`src/rtl/alu_pkg.sv`:
```
// Opcode encodings, controller state type and opcode legality helper shared by the ALU sharing block.
package alu_pkg;

  typedef logic [3:0] opcode_t;

  localparam opcode_t ADD = 4'd1;
  localparam opcode_t SUB = 4'd2;
  localparam opcode_t SLL = 4'd3;
  localparam opcode_t SRL = 4'd4;
  localparam opcode_t SRA = 4'd5;
  localparam opcode_t SLU = 4'd6;
  localparam opcode_t SLT = 4'd7;
  localparam opcode_t OR  = 4'd8;
  localparam opcode_t AND = 4'd9;
  localparam opcode_t XOR = 4'd10;
  localparam opcode_t SIU = 4'd11;
  localparam opcode_t AIU = 4'd12;

  typedef enum logic [1:0] {IDLE, EXEC, RESP} state_t;

  function automatic logic is_legal_op(input opcode_t op);
    return (op >= ADD) && (op <= AIU);
  endfunction

endpackage

```
`src/rtl/alu.sv`:
```
// Combinational 32-bit ALU; flags are {V,Z,N,C}. Shifts use the full B operand,
// SIU/AIU place B at bit WORDSIZE-IMMSIZE.
module alu
  import alu_pkg::*;
#(
  parameter int WORDSIZE = 32,
  parameter int OPSIZE   = 4,
  parameter int IMMSIZE  = 20
) (
  input  logic [OPSIZE-1:0]   op,
  input  logic [WORDSIZE-1:0] a,
  input  logic [WORDSIZE-1:0] b,
  output logic [WORDSIZE-1:0] r,
  output logic [3:0]          flags
);

  localparam int SH = WORDSIZE - IMMSIZE;

  logic signed [WORDSIZE-1:0] sa;
  logic signed [WORDSIZE-1:0] sb;
  logic [WORDSIZE:0]          sum;
  logic [WORDSIZE:0]          dif;
  logic                       c;
  logic                       v;

  assign sa  = a;
  assign sb  = b;
  assign sum = {1'b0, a} + {1'b0, b};
  assign dif = {1'b0, a} - {1'b0, b};

  always_comb begin
    r = '0;
    c = 1'b0;
    v = 1'b0;
    case (op)
      ADD: begin
        r = sum[WORDSIZE-1:0];
        c = sum[WORDSIZE];
        v = (a[WORDSIZE-1] == b[WORDSIZE-1]) && (r[WORDSIZE-1] != a[WORDSIZE-1]);
      end
      SUB: begin
        r = dif[WORDSIZE-1:0];
        c = dif[WORDSIZE];
      end
      SLL:     r = a << b;
      SRL:     r = a >> b;
      SRA:     r = sa >>> b;
      SLU:     r = {{(WORDSIZE-1){1'b0}}, a < b};
      SLT:     r = {{(WORDSIZE-1){1'b0}}, sa < sb};
      OR:      r = a | b;
      AND:     r = a & b;
      XOR:     r = a ^ b;
      SIU:     r = b << SH;
      AIU:     r = a + (b << SH);
      default: r = '0;
    endcase
  end

  assign flags = {v, (r == '0), r[WORDSIZE-1], c};

endmodule

```
`src/rtl/rr_arb2.sv`:
```
// Two-way round-robin arbiter; ptr names the last granted requester (reset favours req0).
module rr_arb2 (
  input  logic       clk,
  input  logic       rst,
  input  logic [1:0] valid,
  input  logic       advance,
  output logic [1:0] grant
);

  logic ptr;

  assign grant = (valid == 2'b11) ? (ptr ? 2'b01 : 2'b10) : valid;

  always_ff @(posedge clk) begin
    if (rst) begin
      ptr <= 1'b1;
    end else if (advance && (grant != 2'b00)) begin
      ptr <= grant[1];
    end
  end

endmodule

```
`src/rtl/alu_share_ctrl.sv`:
```
// Shares one ALU between two requesters: IDLE grants, EXEC evaluates, RESP holds the result.
// Define ALU_FLAGS_EN to add the registered {V,Z,N,C} rsp_flags output.
module alu_share_ctrl
  import alu_pkg::*;
#(
  parameter int WORDSIZE = 32,
  parameter int OPSIZE   = 4,
  parameter int IMMSIZE  = 20
) (
  input  logic                clk,
  input  logic                rst,
  input  logic                req0_valid,
  output logic                req0_ready,
  input  logic [OPSIZE-1:0]   req0_op,
  input  logic [WORDSIZE-1:0] req0_a,
  input  logic [WORDSIZE-1:0] req0_b,
  input  logic                req1_valid,
  output logic                req1_ready,
  input  logic [OPSIZE-1:0]   req1_op,
  input  logic [WORDSIZE-1:0] req1_a,
  input  logic [WORDSIZE-1:0] req1_b,
  output logic                rsp_valid,
  input  logic                rsp_ready,
  output logic                rsp_id,
  output logic [WORDSIZE-1:0] rsp_r,
  output logic                rsp_illegal
`ifdef ALU_FLAGS_EN
  ,
  output logic [3:0]          rsp_flags
`endif
);

  state_t              state;
  state_t              state_d;
  logic                idle;
  logic                accept;
  logic [1:0]          req_vld;
  logic [1:0]          grant;
  logic [OPSIZE-1:0]   op_p0;
  logic [WORDSIZE-1:0] a_p0;
  logic [WORDSIZE-1:0] b_p0;
  logic                id_p0;
  logic                legal_p0;
  logic [WORDSIZE-1:0] alu_r;
`ifdef ALU_FLAGS_EN
  logic [3:0]          alu_flags;
  logic                addsub_p0;
`else
  logic [3:0]          alu_flags_unused;
`endif

  assign idle    = (state == IDLE);
  assign req_vld = {req1_valid, req0_valid} & {2{idle & ~rst}};

  rr_arb2 u_arb (
    .clk     (clk),
    .rst     (rst),
    .valid   (req_vld),
    .advance (idle),
    .grant   (grant)
  );

  assign accept     = |grant;
  assign req0_ready = grant[0];
  assign req1_ready = grant[1];

  always_comb begin
    state_d = state;
    case (state)
      IDLE:    if (accept) state_d = EXEC;
      EXEC:    state_d = RESP;
      RESP:    if (rsp_ready) state_d = IDLE;
      default: state_d = IDLE;
    endcase
  end

  always_ff @(posedge clk) begin
    if (rst) begin
      state <= IDLE;
    end else begin
      state <= state_d;
    end
  end

  // p0: operands of the granted request
  always_ff @(posedge clk) begin
    if (accept) begin
      id_p0 <= grant[1];
      op_p0 <= grant[1] ? req1_op : req0_op;
      a_p0  <= grant[1] ? req1_a  : req0_a;
      b_p0  <= grant[1] ? req1_b  : req0_b;
    end
  end

  assign legal_p0 = is_legal_op(op_p0);

  alu #(
    .WORDSIZE (WORDSIZE),
    .OPSIZE   (OPSIZE),
    .IMMSIZE  (IMMSIZE)
  ) u_alu (
    .op    (op_p0),
    .a     (a_p0),
    .b     (b_p0),
    .r     (alu_r),
`ifdef ALU_FLAGS_EN
    .flags (alu_flags)
`else
    .flags (alu_flags_unused)
`endif
  );

  // p1: response registers, held until the consumer takes them
  always_ff @(posedge clk) begin
    if (rst) begin
      rsp_valid   <= 1'b0;
      rsp_id      <= 1'b0;
      rsp_r       <= '0;
      rsp_illegal <= 1'b0;
    end else begin
      case (state)
        EXEC: begin
          rsp_valid   <= 1'b1;
          rsp_id      <= id_p0;
          rsp_r       <= legal_p0 ? alu_r : '0;
          rsp_illegal <= ~legal_p0;
        end
        RESP: if (rsp_ready) rsp_valid <= 1'b0;
        default: ;
      endcase
    end
  end

`ifdef ALU_FLAGS_EN
  assign addsub_p0 = (op_p0 == ADD) || (op_p0 == SUB);

  // Carry is only defined for ADD/SUB; everything else reports C=0.
  always_ff @(posedge clk) begin
    if (rst) begin
      rsp_flags <= 4'b0000;
    end else if (state == EXEC) begin
      rsp_flags <= {alu_flags[3:1], alu_flags[0] & addsub_p0};
    end
  end
`endif

endmodule
```
`config.mk`:
```
export PLATFORM = sky130hd
export DESIGN_NAME = alu_share_ctrl
export DESIGN_NICKNAME = d
export VERILOG_FILES = /design/src/rtl/alu_pkg.sv /design/src/rtl/alu.sv /design/src/rtl/rr_arb2.sv /design/src/rtl/alu_share_ctrl.sv
export SDC_FILE = /design/constraint.sdc
export NUM_CORES = 1
export LEC_CHECK = 0
export ABC_AREA = 0
export CAP_MARGIN = 20
export CORE_UTILIZATION = 30
export CTS_CLUSTER_DIAMETER = 150
export DETAILED_ROUTE_END_ITERATION = 6
export PLACE_DENSITY = 0.58
export SETUP_SLACK_MARGIN = 0.5
export SLEW_MARGIN = 20
export SYNTH_ARGS = -nofsm -noshare
export SYNTH_HDL_FRONTEND = slang
export SYNTH_SLANG_ARGS = --single-unit
```
`constraint.sdc`:
```
create_clock -name clk -period 5.4 [get_ports clk]
set_input_delay 0.54 -clock clk [delete_from_list [all_inputs] [get_ports clk]]
set_output_delay 0.54 -clock clk [all_outputs]
set_load 0.01 [all_outputs]
```
== Word level (Yosys, flattened, before mapping) ==
Cells that the tools add are included.
W data, S select, Z words.

* Register bits: 107
* Output and inout port bits: 37
* Logic and storage cells: 64

* Add/subtract/negate cells: 3
* Order comparisons: 4
* Eq/ne operators: 17
* Shifts and indexed selects: 3
* Multiplexer cells: 12
* Bitwise operators: 7
* Reductions and logical operators: 8

{| class="wikitable"
|+ Operator list
! operator !! count
|-
| $pmux W32 S12 || 1
|-
| $mux W32 || 3
|-
| $add A32 B32 Y32 || 2
|-
| $lt A32 B32 Y1 || 2
|-
| $and A32 B32 Y32 || 1
|-
| $or A32 B32 Y32 || 1
|-
| $shl A32 B32 Y32 || 1
|-
| $shr A32 B32 Y32 || 1
|-
| $sshr A32 B32 Y32 || 1
|-
| $sub A32 B32 Y32 || 1
|-
| $xor A32 B32 Y32 || 1
|-
| $eq A4 B4 Y1 const B || 5
|-
| $eq A4 B3 Y1 const B || 4
|-
| $eq A4 B2 Y1 const B || 2
|-
| $mux W2 || 4
|-
| $pmux W2 S3 || 1
|-
| $eq A2 B2 Y1 const B || 2
|-
| $eq A4 B1 Y1 const B || 1
|-
| $ge A4 B1 Y1 const B || 1
|-
| $le A4 B4 Y1 const B || 1
|-
| $mux W4 || 1
|-
| $reduce_and A2 Y1 || 2
|-
| $reduce_bool A2 Y1 || 2
|-
| $and A2 B2 Y2 || 1
|-
| other kinds (10) || 12
|}

== Logic depth before layout (Yosys ltp) ==
Gate-level depths: netlist (run 1).

* Word-level depth: 8
* Gate-level depth with buffers: 15

== Modules after synthesis ==
Synthesis (run 1) repeated with hierarchy kept, for this count alone.

* Cells, all modules: 2008
* Area, all modules: 16452.0 um^2

{| class="wikitable"
|+ Modules (own cells, without submodules)
! module !! instances !! cells an instance !! area an instance (um^2)
|-
| alu || 1 || 1758 || 12299.3
|-
| alu_share_ctrl || 1 || 243 || 4091.4
|-
| rr_arb2 || 1 || 7 || 61.3
|}

== Worst setup path before layout (run 1) ==
No wires, ideal clock.

* Kind: register to register
* Start: register b_p0[3]
* End: register rsp_r[26]
* Arrival: 3491 ps
* Required time: 5280 ps
* Setup slack: 1789 ps
* Cell stages (with the launch flop): 15
* Buffers on the path: 4
* Period minus slack after synthesis: 3611 ps
* Path through: edfxtp_1 > buf_2 > inv_1 > clkbuf_1 > clkbuf_1 > clkbuf_1 > ha_1 > a31o_1 > a2bb2oi_2 > o21ai_4 > o41a_1 > nand2_1 > a221o_1 > o211a_1 > a211o_1

* Cells in the longest elaborated chain, start to end: 3

{| class="wikitable"
|+ RTL lines
! element !! line !! text
|-
| start: declaration || alu_share_ctrl.sv:41 || <nowiki>logic [WORDSIZE-1:0] b_p0;</nowiki>
|-
| start signal: assignment || alu_share_ctrl.sv:91 || <nowiki>b_p0 <= grant[1] ? req1_b : req0_b;</nowiki>
|-
| $add A32 B32 Y32, or another cell as far along || alu.sv:54 || <nowiki>AIU: r = a + (b << SH);</nowiki>
|-
| $pmux W32 S12 (*) || alu.sv:35 || <nowiki>case (op)</nowiki>
|-
| $mux W32 (*) || alu_share_ctrl.sv:125 || <nowiki>rsp_r <= legal_p0 ? alu_r : '0;</nowiki>
|-
| end signal: assignment || alu_share_ctrl.sv:125 ||
|-
| end: declaration || alu_share_ctrl.sv:25 || <nowiki>output logic [WORDSIZE-1:0] rsp_r,</nowiki>
|}

Mark *: on every way between the ends. The rest lies on a longest branch, timed or not.
A chain may end at the register's enable or synchronous reset.

== Worst setup path after layout (run 1) ==
* Start: register a_p0[9]
* End: register rsp_r[0]

* Cells in the longest elaborated chain, start to end: 3

{| class="wikitable"
|+ RTL lines
! element !! line !! text
|-
| start: declaration || alu_share_ctrl.sv:40 || <nowiki>logic [WORDSIZE-1:0] a_p0;</nowiki>
|-
| start signal: assignment || alu_share_ctrl.sv:90 || <nowiki>a_p0 <= grant[1] ? req1_a : req0_a;</nowiki>
|-
| $lt A32 B32 Y1, or another cell as far along || alu.sv:49 || <nowiki>SLT: r = {{(WORDSIZE-1){1'b0}}, sa < sb};</nowiki>
|-
| $pmux W32 S12 (*) || alu.sv:35 ||
|-
| $mux W32 (*) || alu_share_ctrl.sv:125 ||
|}

Marked as above.

==> results.tsv, run 1 <==
metric	value	unit
H-Tree Depth	3	
initial antenna violation count	1	
Post-DRT Antenna Nets	0	
Lkg Pwr	0.00715	uW
# setup viols final	0	
most frequent cells in the layout	nand2_1 (380), clkdlybuf4s50_1 (177), a21oi_1 (172)	
Num Clock Sinks	107	
Post-synth EDFFs	69	
Hold Crit Class	register to register	
pin count of the biggest net entering global routing	72	
fraction of layout cells with a size suffix above 1	9.36	%
Num CTS Buffers	9	
Setup crit end kind	register	
Synth area leaders	edfxtp_1 (14%), ha_1 (10%), nand2_1 (9.4%)	
vias in the first global route	16300	
failing checks	DRC	
DRT Wirelength	82200	um
routed vias/inst	6.20	
Die X	227	um
Post-Syn Nets	2291	
post-synthesis compound-gate area fraction	29.0	%
Worst Skew	24.2	ps
CTS tree	done	
number of port buffers	177	
Avg WL per Cell	29.1	um
CTS max path bufs	2	
largest family of logic cells by synthesized area	compound AO/OA/AOI/OAI gates	
top cell type's share of synthesized area	13.6	%
WP data arrival	4560	ps
RD Place Congestion	1.09	
Max Slew Vio Count	0	
Synth async-reset ratio	0	%
die area	0.0518	sq mm
Mean Syn Cell Area	7.53	sq um
slew margin rel.	29.2	%
Filler cells	5254	
clk_lat worst skew	430	ps
hpwl dp	63400	um
Final Hold Vio Count	0	
fin util	36.2	%
Peak VDD IR	0.000135	V
Critical Path RT	5760	ps
commonest non-fill, non-tap cell in the layout	nand2_1	
drt first pass iters	7	
via count	17500	
CTS Hold Bufs	0	
Tmin final	4190	ps
Initial Util	30.4	%
CORE AREA	0.0502	sq mm
Tot GR Track Use	31.5	%
Synth Register Bits	107	
mux share of post-synthesis cell area	10.9	%
first-pass GRT wire length	117000	um
nets	2409	
RSZ-0062 raised after global routing	no	
outcome	finished, violations left	
total gr overflow	0	
Residual DRC	15	
register area share after synthesis	18.6	%
worst-path fanout max	14	
CTS resizes	0	
Syn. warnings	0	
xor/xnor share of the synthesized area	1.78	%
die height	227	um
initial DRC count	2554	
fin crit share	77.7	%
setup TNS	0	ps
Fmax	238	MHz
max-cap violations	0	
post-synthesis cell count	2025	
Layout area overhead	19.0	%
I/O pin cnt	178	
adder-cell share of the synthesized area	10.4	%
post-CTS setup buffers	0	
row cnt	82	
Synth Cell Area	0.0153	sq mm
Synth Area in Simple Gates	22.5	%
Startpoint Class	register	
Clock transition at path regs	90	ps
CP Class	register to register	
clock root cell	clkbuf_16	
worst slew pin tran	1050	ps
ys flop type	edfxtp_1	
Distinct cells, synth	103	
post-synth top area cell	edfxtp_1	
PwrDens	228	mW/mm^2
-- stage by stage --
| stage | setup slack, ps | hold slack (ps) | total power (uW) | instance area (sq um) | instances |
|---|---|---|---|---|---|
| 2_1_floorplan | 1790 | 450 | 2400 | 15300 | 2025 |
| 3_3_place_gp | 1470 | 445 | 3270 | 17800 | 2803 |
| 3_5_place_dp | 1460 | 451 | 3260 | 17800 | 2804 |
| 4_1_cts | 1420 | 463 | 4040 | 18100 | 2820 |
| 5_1_grt | 1210 | 499 | 4280 | 18100 | 2820 |
| 6_report | 1210 | 468 | 4130 | 18100 | 2821 |
-- worst paths after layout --
check	start	endpoint	slack, ps	cells after the start
worst max-delay path	a_p0[9]	rsp_r[0]	1210	11
worst min-delay path	rsp_id	rsp_id	470	2
worst max register to register	a_p0[9]	rsp_r[0]	1210	11
worst min register to register	rsp_id	rsp_id	470	2
-- layout make-up --
class / count / area, sq um / area share [%]
diodes: 1 / 2.50 / 0.0138
clock buffers: 9 / 225 / 1.24
clock inverters: 7 / 83.8 / 0.462
inverters: 100 / 375 / 2.07
multi-input cells: 1671 / 11400 / 62.9
flip-flops and latches: 107 / 2830 / 15.6
well taps: 672 / 841 / 4.63
repair buffers: 254 / 2380 / 13.1
-- state kept, by name, summed over array words and instances, names as in the netlist --
register / count
id_p0: 1
rsp_illegal: 1
b_p0: 32
a_p0: 32
u_arb.ptr: 1
rsp_id: 1
state: 2
op_p0: 4
rsp_valid: 1
rsp_r: 32
-- Yosys cell counts, drive strengths merged (13+ instances only) --
cell type	instances
o31ai	13
o21ai	122
a211oi	36
o221ai	16
and2	13
nand3	44
nor4	16
o211ai	25
o22ai	17
and3	13
ha	122
nand2	381
inv	98
edfxtp	69
clkbuf	92
mux4	40
xnor2	23
nand2b	21
o21a	14
a21o	27
nor2	163
a221o	13
mux2	17
dfxtp	38
a21oi	174
a221oi	30
mux2i	56
buf	55
nand4	15
a31oi	16
a22oi	23
nor3	44
-- critical path: stages (launching register included) --
cell and delay (ps):
edfxtp_1 620, inv_1 150, ha_1 610, nor3b_1 100, nor3_1 400, nand4bb_1 340, a41oi_2 460, o21bai_2 200
a21oi_1 420, o21ai_0 260, a21oi_1 360, o31a_1 200
-- cell families (layout without fill, tap and decap cells) --
group                    count (synthesis)  count (layout)
AO/OA/AOI/OAI                          643             643
XOR/XNOR                                31              31
adder cells (fa/ha/maj)                125             125
buffers and inverters                  247             370
flip-flops                             107             107
multiplexers                           113             113
other                                    0               1
AND/OR/NAND/NOR                        759             759
-- layer usage --
metal | track usage, % | wire length (um)
met4 | 17.6 | 5100
met3 | 8.17 | 9400
met5 | 0 | 36
met2 | 44.2 | 32900
met1 | 43.3 | 34800
-- power by group --
group | leakage, uW | switching (uW) | internal, uW
Combinational | 0.00604 | 1460 | 803
Sequential | 0.000957 | 127 | 958
Clock | 0.000149 | 412 | 369
Total | 0.00715 | 2000 | 2130
Power figures use the tool's default switching activity.
==> inputs of run 2 (changes only) <==
clock period = 4.4 ns   (was 5.4 ns; I/O delays follow)
==> run 2 against run 1 <==
The flow now finishes without violations; sequential share of layout area decreased by 0.41 points; maximum frequency grew 8.6%; register-to-register slack worse by 670 ps; flip-flop and latch count unchanged; die area unchanged.
==> results.tsv, run 2 (synthesized netlist as in run 1, its figures left out) <==
metric	value	unit	change
I/O pin cnt	178		unchanged
CP Class	register to register		
Die X	227	um	unchanged
Startpoint Class	register		
most frequent cells in the layout	nand2_1 (380), clkdlybuf4s50_1 (177), a21oi_1 (171)		
initial DRC count	2898		+13%
WP data arrival	4200	ps	-360 ps
CTS tree	done		
DRT Wirelength	86700	um	+5.5%
die area	0.0518	sq mm	unchanged
die height	227	um	unchanged
Initial Util	30.4	%	unchanged
RD Place Congestion	1.06		-2.7%
biggest regs	a_p0: 32 flops, b_p0: 32 flops, rsp_r: 32 flops		
# setup viols final	0		unchanged
hpwl dp	68500	um	+7.9%
busiest grt layer	met1		
RSZ-0062 raised after global routing	no		
Num Clock Sinks	107		unchanged
Placed Area	0.0183	sq mm	+2.8%
Tot GR Track Use	33.1	%	+1.6 points
PwrDens	275	mW/mm^2	+21%
number of port buffers	177		unchanged
pin count of the biggest net entering global routing	75		+4.2%
row cnt	82		unchanged
outcome	finished clean		
clock root cell	clkbuf_16		
clk_lat worst skew	420	ps	about the same
vias in the first global route	16500		+1.6%
total gr overflow	0		unchanged
setup TNS	0	ps	unchanged
Avg WL per Cell	30.0	um	+3.1%
Lkg Pwr	0.00745	uW	+4.3%
cell area after layout	0.0186	sq mm	+2.7%
initial antenna violation count	2		+1
met1 Track Usage GR	47.5	%	+4.2 points
worst slew pin tran	1100	ps	+50.2 ps
via count	18100		+3.7%
max-cap violations	0		unchanged
Post-DRT Antenna Nets	0		unchanged
Hold Crit Class	register to register		
drt first pass iters	6		-1
met2 Usage GRT	47.3	%	+3.1 points
Critical Path RT	4740	ps	-1020 ps
Setup crit end kind	register		
slew margin rel.	25.9	%	-3.2 points
placed cell count	2870		+2.4%
Fmax	259	MHz	+8.6%
Clock transition at path regs	100	ps	about the same
Residual DRC	0		-15
fin crit share	87.8	%	+10 points
Final Hold Vio Count	0		unchanged
CTS Hold Bufs	0		unchanged
CORE AREA	0.0502	sq mm	unchanged
Layout area overhead	22.2	%	
H-Tree Depth	3		unchanged
Worst Skew	25.5	ps	+1.31 ps
Num CTS Buffers	9		unchanged
commonest non-fill, non-tap cell in the layout	nand2_1		
worst-path fanout max	16		+2
post-CTS setup buffers	0		unchanged
CTS resizes	1		+1
CTS max path bufs	2		unchanged
fraction of layout cells with a size suffix above 1	12.2	%	+2.9 points
nets	2475		+2.7%
first-pass GRT wire length	121000	um	+3.9%
Max Slew Vio Count	0		unchanged
Tmin final	3860	ps	-333 ps
post-route insts no fill	2887		+2.3%
Filler cells	5268		+0.27%
met3 global-route usage	5.60	%	-2.6 points
total power	5120	uW	+24%
Peak VDD IR	0.000173	V	+29%
routed vias/inst	6.28		+1.4%
run 2: path summary, 6_finish.rpt:
path	start	endpoint	slack, ps	cells after the start
max	b_p0[20]	rsp_r[21]	540	9
min	rsp_id	rsp_id	470	2
max reg2reg	b_p0[20]	rsp_r[21]	540	9
min reg2reg	rsp_id	rsp_id	470	2
run 2: worst max-delay path, stage by stage (launching register included):
cell and delay (ps):
edfxtp_1 550, nor4_2 500, nand3_2 330, or2_1 630, buf_4 310, a211oi_1 190, o21ai_0 160, a221oi_1 710
a2111oi_2 190, a32oi_1 240
run 2: per-layer routing:
| metal | up-vias | share of wire [%] | routed length (um) |
|---|---|---|---|
| met5 | - | 0 | 0 |
| met4 | 0 | 5.6 | 4840 |
| met3 | 211 | 11 | 9300 |
| met2 | 1281 | 41 | 35400 |
| met1 | 8790 | 43 | 37200 |
| li1 | 7861 | - | - |
run 2: through the flow:
| step | util (%) | setup WS, ps | hold WS, ps |
|---|---|---|---|
| 2_1_floorplan | - | 789 | 450 |
| 3_3_place_gp | 36.5 | 410 | 445 |
| 3_5_place_dp | 36.5 | 503 | 456 |
| 4_1_cts | 37.1 | 530 | 468 |
| 5_1_grt | 37.1 | 498 | 499 |
| 6_report | 37.1 | 538 | 467 |
run 2: layout make-up:
type,instances,area (sq um),share of cell area (%)
multi-input cells,1671,11400,61.3
well taps,672,841,4.51
clock buffers,9,225,1.21
inverters,100,375,2.01
flip-flops and latches,107,2830,15.2
repair buffers,320,2870,15.4
clock inverters,7,58.8,0.316
diodes,1,2.50,0.0134
run 2: power breakdown:
part / leakage (uW) / total (uW) / internal, uW / switching [uW]
logic: 0.00636 / 2920 / 1050 / 1870
clock network: 0.000135 / 893 / 396 / 498
registers: 0.000957 / 1310 / 1180 / 136
total: 0.00745 / 5120 / 2620 / 2500
